<file path="config.mk">
export PLATFORM = sky130hd
export DESIGN_NAME = id_issue_front
export DESIGN_NICKNAME = d
export VERILOG_FILES = /design/src/rtl/id_issue_front.sv
export SDC_FILE = /design/constraint.sdc
export NUM_CORES = 1
export LEC_CHECK = 0
export BUFFER_PORTS_ARGS = -buffer_cell sky130_fd_sc_hd__buf_2
export CORE_AREA = 5 5 153 155
export CTS_CLUSTER_DIAMETER = 50
export DETAILED_ROUTE_END_ITERATION = 12
export DIE_AREA = 0 0 158 160
export PLACE_DENSITY = 0.69
export SLEW_MARGIN = 5
export SYNTH_ARGS = -nofsm -noshare
export SYNTH_HDL_FRONTEND = slang
export SYNTH_HIERARCHICAL = 1
export SYNTH_SLANG_ARGS = --single-unit
</file>
<file path="constraint.sdc">
create_clock -name clk -period 5.3 [get_ports clk]
set_input_delay 0.53 -clock clk [delete_from_list [all_inputs] [get_ports clk]]
set_output_delay 0.53 -clock clk [all_outputs]
set_load 0.005 [all_outputs]
</file>
<file path="src/rtl/id_issue_front.sv">
// id_issue_front: ID-stage front end for the five-stage MIPS core.
//   - IF->ID pipeline register with valid/ready handshake
//   - capture/replay of sync inst SRAM read data across stalls
//   - N-source operand forwarding (index 0 youngest), $0 excluded
//   - decoder-qualified load-use interlock + saturating stall counter
// Ports:
//   clk, rst (sync, active-high), flush
//   if_valid/if_pc/if_ready        : fetch handshake
//   inst_sram_rdata                : SRAM data, one cycle after accept
//   ex_ready                       : EX accepts the ID instruction
//   id_valid/id_pc/id_inst         : ID instruction (inst=0 when empty)
//   dec_use_rs/dec_use_rt          : decoder operand-use qualifiers
//   rf_rdata1/rf_rdata2            : regfile data for rs/rt
//   fwd_we/fwd_waddr/fwd_wdata/fwd_load : per-source forwarding bus
//   rs_data/rt_data                : forwarded operands
//   hazard, stall_cnt              : load-use stall and its counter

// One operand's forwarding mux: lowest-index matching source wins.
module id_fwd_sel #(
  parameter int NUM_FWD    = 3,
  parameter int LOAD_READY = 1
) (
  input  logic [4:0]            raddr,
  input  logic [31:0]           rf_rdata,
  input  logic [NUM_FWD-1:0]    fwd_we,
  input  logic [NUM_FWD*5-1:0]  fwd_waddr,
  input  logic [NUM_FWD*32-1:0] fwd_wdata,
  input  logic [NUM_FWD-1:0]    fwd_load,
  output logic [31:0]           data,
  output logic                  load_wait
);
  // Walk oldest to youngest so the youngest match overwrites last.
  always_comb begin
    data      = rf_rdata;
    load_wait = 1'b0;
    for (int i = NUM_FWD-1; i >= 0; i--) begin
      if (fwd_we[i] && (fwd_waddr[5*i +: 5] == raddr) && (raddr != 5'd0)) begin
        data      = fwd_wdata[32*i +: 32];
        load_wait = fwd_load[i] && (i < LOAD_READY);
      end
    end
  end
endmodule

module id_issue_front #(
  parameter int PC_W       = 32,
  parameter int NUM_FWD    = 3,
  parameter int LOAD_READY = 1,
  parameter int CNT_W      = 16
) (
  input  logic                  clk,
  input  logic                  rst,
  input  logic                  flush,
  input  logic                  if_valid,
  input  logic [PC_W-1:0]       if_pc,
  output logic                  if_ready,
  input  logic [31:0]           inst_sram_rdata,
  input  logic                  ex_ready,
  output logic                  id_valid,
  output logic [PC_W-1:0]       id_pc,
  output logic [31:0]           id_inst,
  input  logic                  dec_use_rs,
  input  logic                  dec_use_rt,
  input  logic [31:0]           rf_rdata1,
  input  logic [31:0]           rf_rdata2,
  input  logic [NUM_FWD-1:0]    fwd_we,
  input  logic [NUM_FWD*5-1:0]  fwd_waddr,
  input  logic [NUM_FWD*32-1:0] fwd_wdata,
  input  logic [NUM_FWD-1:0]    fwd_load,
  output logic [31:0]           rs_data,
  output logic [31:0]           rt_data,
  output logic                  hazard,
  output logic [CNT_W-1:0]      stall_cnt
);
  // Instruction source: LIVE = SRAM output this cycle, HELD = captured copy.
  typedef enum logic [1:0] {S_EMPTY, S_LIVE, S_HELD} state_t;

  state_t      state, state_nxt;
  logic [31:0] hold_r;
  logic        fire, accept;

  logic [1:0][4:0]  raddr;
  logic [1:0][31:0] rf_rd;
  logic [1:0][31:0] opnd;
  logic [1:0]       load_wait;
  logic [1:0]       use_r;

  assign id_valid = (state != S_EMPTY);

  always_comb begin
    case (state)
      S_LIVE:  id_inst = inst_sram_rdata;
      S_HELD:  id_inst = hold_r;
      default: id_inst = 32'd0;
    endcase
  end

  // Port 0 = rs, port 1 = rt.
  assign raddr = {id_inst[20:16], id_inst[25:21]};
  assign rf_rd = {rf_rdata2, rf_rdata1};
  assign use_r = {dec_use_rt, dec_use_rs};

  for (genvar p = 0; p < 2; p++) begin : g_port
    id_fwd_sel #(.NUM_FWD(NUM_FWD), .LOAD_READY(LOAD_READY)) u_sel (
      .raddr     (raddr[p]),
      .rf_rdata  (rf_rd[p]),
      .fwd_we    (fwd_we),
      .fwd_waddr (fwd_waddr),
      .fwd_wdata (fwd_wdata),
      .fwd_load  (fwd_load),
      .data      (opnd[p]),
      .load_wait (load_wait[p])
    );
  end

  assign rs_data = opnd[0];
  assign rt_data = opnd[1];

  assign hazard   = id_valid & |(use_r & load_wait);
  assign fire     = id_valid & ~hazard & ex_ready;
  assign if_ready = ~id_valid | fire;
  assign accept   = if_valid & if_ready & ~flush;

  always_comb begin
    state_nxt = state;
    if (flush)                           state_nxt = S_EMPTY;
    else if (accept)                     state_nxt = S_LIVE;
    else if (fire)                       state_nxt = S_EMPTY;
    else if (state == S_LIVE)            state_nxt = S_HELD;
  end

  always_ff @(posedge clk) begin
    if (rst) begin
      state     <= S_EMPTY;
      hold_r    <= 32'd0;
      id_pc     <= '0;
      stall_cnt <= '0;
    end else begin
      state <= state_nxt;
      // SRAM output is only valid for one cycle; capture it on the first stall.
      if (state == S_LIVE && !fire && !flush)
        hold_r <= inst_sram_rdata;
      if (accept)
        id_pc <= if_pc;
      if (hazard && (stall_cnt != {CNT_W{1'b1}}))
        stall_cnt <= stall_cnt + {{(CNT_W-1){1'b0}}, 1'b1};
    end
  end
endmodule

</file>
Word-level counts from Yosys, hierarchy flattened --
Cells that the tools add are included.
Operators by class: add/subtract/negate cells 1, muxes and demuxes 12, reductions and logical operators 24, eq/ne operators 9, bitwise gates (word level) 10
Operators by type and width (count):
- $mux W32 | 6
- $pmux W32 S2 | 1
- $eq A5 B5 Y1 | 6
- $add A16 B1 Y16 const B | 1
- $ne A16 B16 Y1 const B | 1
- $logic_and A1 B1 Y1 | 15
- $reduce_bool A5 Y1 | 2
- $and A1 B1 Y1 | 5
- $mux W1 | 5
- $reduce_or A2 Y1 | 2
- $reduce_or A4 Y1 | 1
- $not A1 Y1 | 3
- $reduce_bool A3 Y1 | 1
- $and A2 B2 Y2 | 1
- $eq A2 B1 Y1 const B | 1
- $eq A2 B2 Y1 const B | 1
- $logic_not A1 Y1 | 2
- $reduce_bool A2 Y1 | 1
- $or A1 B1 Y1 | 1
Word-level totals: logic and storage cells 61, register bits 82, bits of input ports 252

Longest topological paths before layout --
depth in word-level cells 16, gate-level depth with buffers 18, mapped depth without buffers 13

Cells and area by module --
Netlist, hierarchy kept.
By module, submodules not included:
- id_issue_front | seq. area each 1641.6 um^2, instances 1, cells each 478, area an instance 3910.0 um^2
- id_fwd_sel | seq. area each 0.0 um^2, instances 2, cells each 186, area an instance 1436.4 um^2

Worst setup path before layout --
Ideal clock, no wire load.
path type register to output, from register state[1], to output if_ready, arrival time 3.541 ns, data required time 4.770 ns, path buffers 5, slack 1.229 ns, cell stages (with the launch flop) 17, cells stage by stage dfxtp_1 > inv_1 > ha_1 > clkbuf_1 > clkbuf_1 > a22oi_1 > nor2b_1 > or4_1 > nor2_2 > nor3_1 > clkbuf_1 > and2_1 > a22oi_4 > a21oi_1 > buf_1 > clkbuf_1 > inv_1
On the way: word-level cells in the longest chain between the ends 13, elaborated cells on any way between the ends 22, classes of those cells eq/ne (4); mux (3); bitwise (7); reduce/logical (8)
Ends and longest elaborated chain:
- start, declared | RTL line 78 | state_t state, state_nxt;
- start signal, assigned | RTL line 139 | state <= state_nxt;
- $eq A2 B2 Y1 / $eq A2 B1 Y1 (equally long branches) | RTL line 91 | case (state)
- $pmux W32 S2 * | RTL line 91
- net id_inst[22] | RTL line 61 | output logic [31:0] id_inst,
- $eq A5 B5 Y1 | RTL line 37 | if (fwd_we[i] && (fwd_waddr[5*i +: 5] == raddr) && (raddr != 5'd0)) begin
- $logic_and A1 B1 Y1 | RTL line 37
- $logic_and A1 B1 Y1 * | RTL line 37
- $mux W1 * | RTL line 37
- net load_wait[0] | RTL line 85 | logic [1:0] load_wait;
- $and A2 B2 Y2 * | RTL line 119 | assign hazard = id_valid & |(use_r & load_wait);
- $reduce_or A2 Y1 * | RTL line 119
- $and A1 B1 Y1 * | RTL line 119
- $not A1 Y1 * | RTL line 120 | assign fire = id_valid & ~hazard & ex_ready;
- $and A1 B1 Y1 * (2 in a row) | RTL line 120
- $or A1 B1 Y1 * | RTL line 121 | assign if_ready = ~id_valid | fire;
- end, declared | RTL line 56 | output logic if_ready,
The timed path passes the listed nets; every way through them passes the cells marked *.

Worst setup path in the final report --
from register state[1], to output rt_data[10]
On the way: word-level cells in the longest chain between the ends 8, elaborated cells on any way between the ends 16, classes of those cells eq/ne (5); mux (4); reduce/logical (7)
Ends and longest elaborated chain:
- $eq A2 B2 Y1 / $eq A2 B1 Y1 (equally long branches) | RTL line 91
- $pmux W32 S2 * | RTL line 91
- $eq A5 B5 Y1 | RTL line 37
- $logic_and A1 B1 Y1 (2 in a row) | RTL line 37
- $mux W32 (2 in a row) | RTL line 37
- $mux W32 * | RTL line 37
- end, declared | RTL line 71 | output logic [31:0] rt_data,
Mark *: on every way between the ends. The rest lies on a longest branch, timed or not.

==> flow_summary.json <==
{
  "r2r-end": "stall_cnt[9]$_SDFFE_PP0P_",
  "crit_start": "state[1]$_SDFFE_PP0N_",
  "seq_area_frac_synth_pct": 24.2,
  "yosysTopAreaCellShare_pct": 24.2,
  "setup_viol": 0,
  "fin_worst_skew_ps": 11.0,
  "critPathMaxFanout": 32,
  "dieWidth_um": 158,
  "critPathLaunchType": "flip-flop",
  "netlist_area_sq_um": 6780,
  "routed_wl_mm": 30.8,
  "synthFlopType": "dfxtp_1",
  "layout-drive-gt1-share_pct": 41.5,
  "reg2reg_depth": 12,
  "maxSlewHeadroom_pct": 29.3,
  "yosys-top-cells-area": "dfxtp_1, a221o_1, a22o_1",
  "worstMarginPinSlew_ps": 1050,
  "rsz0062_at_grt": "no",
  "drt_iter0_drc": 807,
  "yosys_warnings": 6,
  "period_share_pct": 80.8,
  "critical_path_class": "flip-flop to primary output",
  "status": "completed",
  "via_per_inst": 5.78,
  "crit_chain": "inv_1 -> ha_1 -> a22oi_1 -> nor2b_1 -> xnor2_1 -> nand2_1 -> or4b_1 -> buf_4 -> a221o_1 -> a22o_1 -> buf_2",
  "clock_path_buffers": 2,
  "tns_ps": 0,
  "min-delay-path-class": "input pin to flip-flop",
  "grt_pass1_vias": 8043,
  "synthCells": 850,
  "ant_nets": 0,
  "required_ps": 4770,
  "synth_edf_count": 0,
  "area_delta_synth_final_pct": 35.2,
  "yosysTopAreaCell": "dfxtp_1",
  "ys_seq_elements": 82,
  "power_mw": 1.64,
  "place_hpwl_mm": 22.6,
  "synth_cell_types": 52,
  "worstSetupEndpoint": "rt_data[10]",
  "grt_pass1_wl_mm": 45.8,
  "fmax_ghz": 0.234,
  "r2r_slack_ps": 1400,
  "start_util_pct": 31.3,
  "antenna_found_initial": 6,
  "syn_nets": 1106,
  "nets": 1441,
  "core-area_sq_um": 21700,
  "crit_cells": 11,
  "powerDensity_nw_per_um2": 179,
  "drv_slew": 0,
  "final_hold_viol_count": 0,
  "leakagePower_nw": 4.23,
  "numClockSinks": 82,
  "slowest_stage": "nor2b_1",
  "cts_resized": 0,
  "dieArea_sq_um": 25300,
  "critPathArrivalTime_ps": 3750,
  "root_buffer": "clkbuf_16",
  "synthTopCellsByCount": "dfxtp_1, nand2_1, a21oi_1",
  "grt_max_degree": 67,
  "gr-usage-all-layers_pct": 22.3,
  "port_buffers": 396,
  "max_stage_delay_ps": 500,
  "syn_avg_cell_area_sq_um": 7.98,
  "cts_buffers": 9,
  "cts_tree": "done",
  "post_drt_wl_per_cell_um": 20.9,
  "holdWs_ps": 448,
  "num_vias": 8527,
  "cpLargestDelayFamily": "simple AND/OR/NAND/NOR gates",
  "yosysMostFrequentCell": "dfxtp_1",
  "rows": 54,
  "cp-end-kind": "primary output",
  "peakVddDrop_uv": 188,
  "drc": 0,
  "async_flop_share_pct": 0,
  "r2r-start": "state[1]$_SDFFE_PP0N_",
  "period_minus_slack_ps": 4280,
  "clk_latency_ps": 330,
  "cts_hold_buf": 0,
  "overflow": 0,
  "gp_congestion": 0.913,
  "dr.pass1.iters": 5,
  "path_buf_inv": 3,
  "path_clk_slew_ps": 60,
  "io_pins": 399,
  "die_h_um": 160,
  "postCtsSetupRepairBufs": 0,
  "htreeDepth": 3,
  "max_cap_violations": 0
}
## how the worst min path moves through the flow
stage / depth (start not counted) / endpoint / from
after floorplan: 2 / hold_r[0]$_SDFFE_PP0P_ / hold_r[0]$_SDFFE_PP0P_
after global placement: 2 / hold_r[23]$_SDFFE_PP0P_ / hold_r[23]$_SDFFE_PP0P_
after detailed placement: 2 / hold_r[21]$_SDFFE_PP0P_ / hold_r[21]$_SDFFE_PP0P_
after CTS: 3 / hold_r[29]$_SDFFE_PP0P_ / inst_sram_rdata[29]
after global routing: 3 / hold_r[29]$_SDFFE_PP0P_ / inst_sram_rdata[29]
final: 3 / hold_r[29]$_SDFFE_PP0P_ / inst_sram_rdata[29]
## worst register-to-register path, delay by kind of cell (launching register included)
kind,cells,cell delay [ps]
flip-flops,1,330
XOR/XNOR,1,190
buffers and inverters,1,80
adder cells (fa/ha/maj),1,480
AO/OA/AOI/OAI,3,430
AND/OR/NAND/NOR,6,2310
## metal layers
metal / up-vias / GRT usage (%) / wire length (um) / share of wire [%]
li1: 3921 / - / - / -
met1: 3992 / 26.0 / 11200 / 36
met2: 534 / 37.2 / 14600 / 48
met3: 76 / 7.36 / 3700 / 12
met4: 4 / 9.31 / 1210 / 3.9
met5: - / 0 / 27 / 0.088
## through the flow
stage	cells	area [sq um]	setup WS (ps)	utilization (%)
after detailed placement	1454	8860	1380	40.9
after global placement	1454	8860	1410	40.9
after global routing	1471	9160	788	42.2
final	1475	9170	1020	42.3
after floorplan	850	6780	1230	-
after CTS	1469	9150	1020	42.2
## registers in the layout (all words and copies together), names as in the netlist
name / flops
hold_r: 32
state: 2
stall_cnt: 16
id_pc: 32
## cells by family (layout without fill, tap and decap cells)
| kind of cell | Yosys count | in the layout | share of synthesized area, % |
|---|---|---|---|
| xor gates and xnor gates | 30 | 30 | 4.10 |
| adders and majority gates | 4 | 4 | 0.738 |
| DFF | 82 | 82 | 24.2 |
| other | 0 | 6 | 0 |
| buffers and inverters | 105 | 444 | 7.78 |
| muxes | 3 | 3 | 0.480 |
| and+or+nand+nor | 278 | 278 | 24.1 |
| AOI/OAI and AO/OA | 348 | 348 | 38.6 |
## power breakdown
part | total [mW] | internal (mW) | switching (mW) | leakage (nW)
registers | 0.643 | 0.634 | 0.00906 | 0.665
logic | 0.373 | 0.188 | 0.185 | 3.42
clock network | 0.621 | 0.364 | 0.257 | 0.142
## final cells by class
cell class	count	area, sq um
sequential	82	1640
timing repair buffer	420	2160
inverter	9	33.8
clock inverter	6	65.1
multi-input combinational	663	4670
tap	280	350
antenna	6	15.0
clock buffer	9	225
fill	2233	12500
## placed cells by master (no fill, tap or decap), types with 5 or more instances in the layout
cell,instances
a21oi_1,71
a221o_1,64
a22o_1,64
a22oi_1,32
and3_1,63
buf_2,396
buf_4,24
clkbuf_16,9
dfxtp_1,82
diode_2,6
inv_1,9
nand2_1,79
nand3_1,7
nand4_1,9
nor2_1,8
nor2b_1,34
o21a_1,64
o21ai_0,33
o31ai_1,5
or3_1,6
or3b_2,32
or4_1,7
xnor2_1,24
Power figures use the tool's default switching activity.
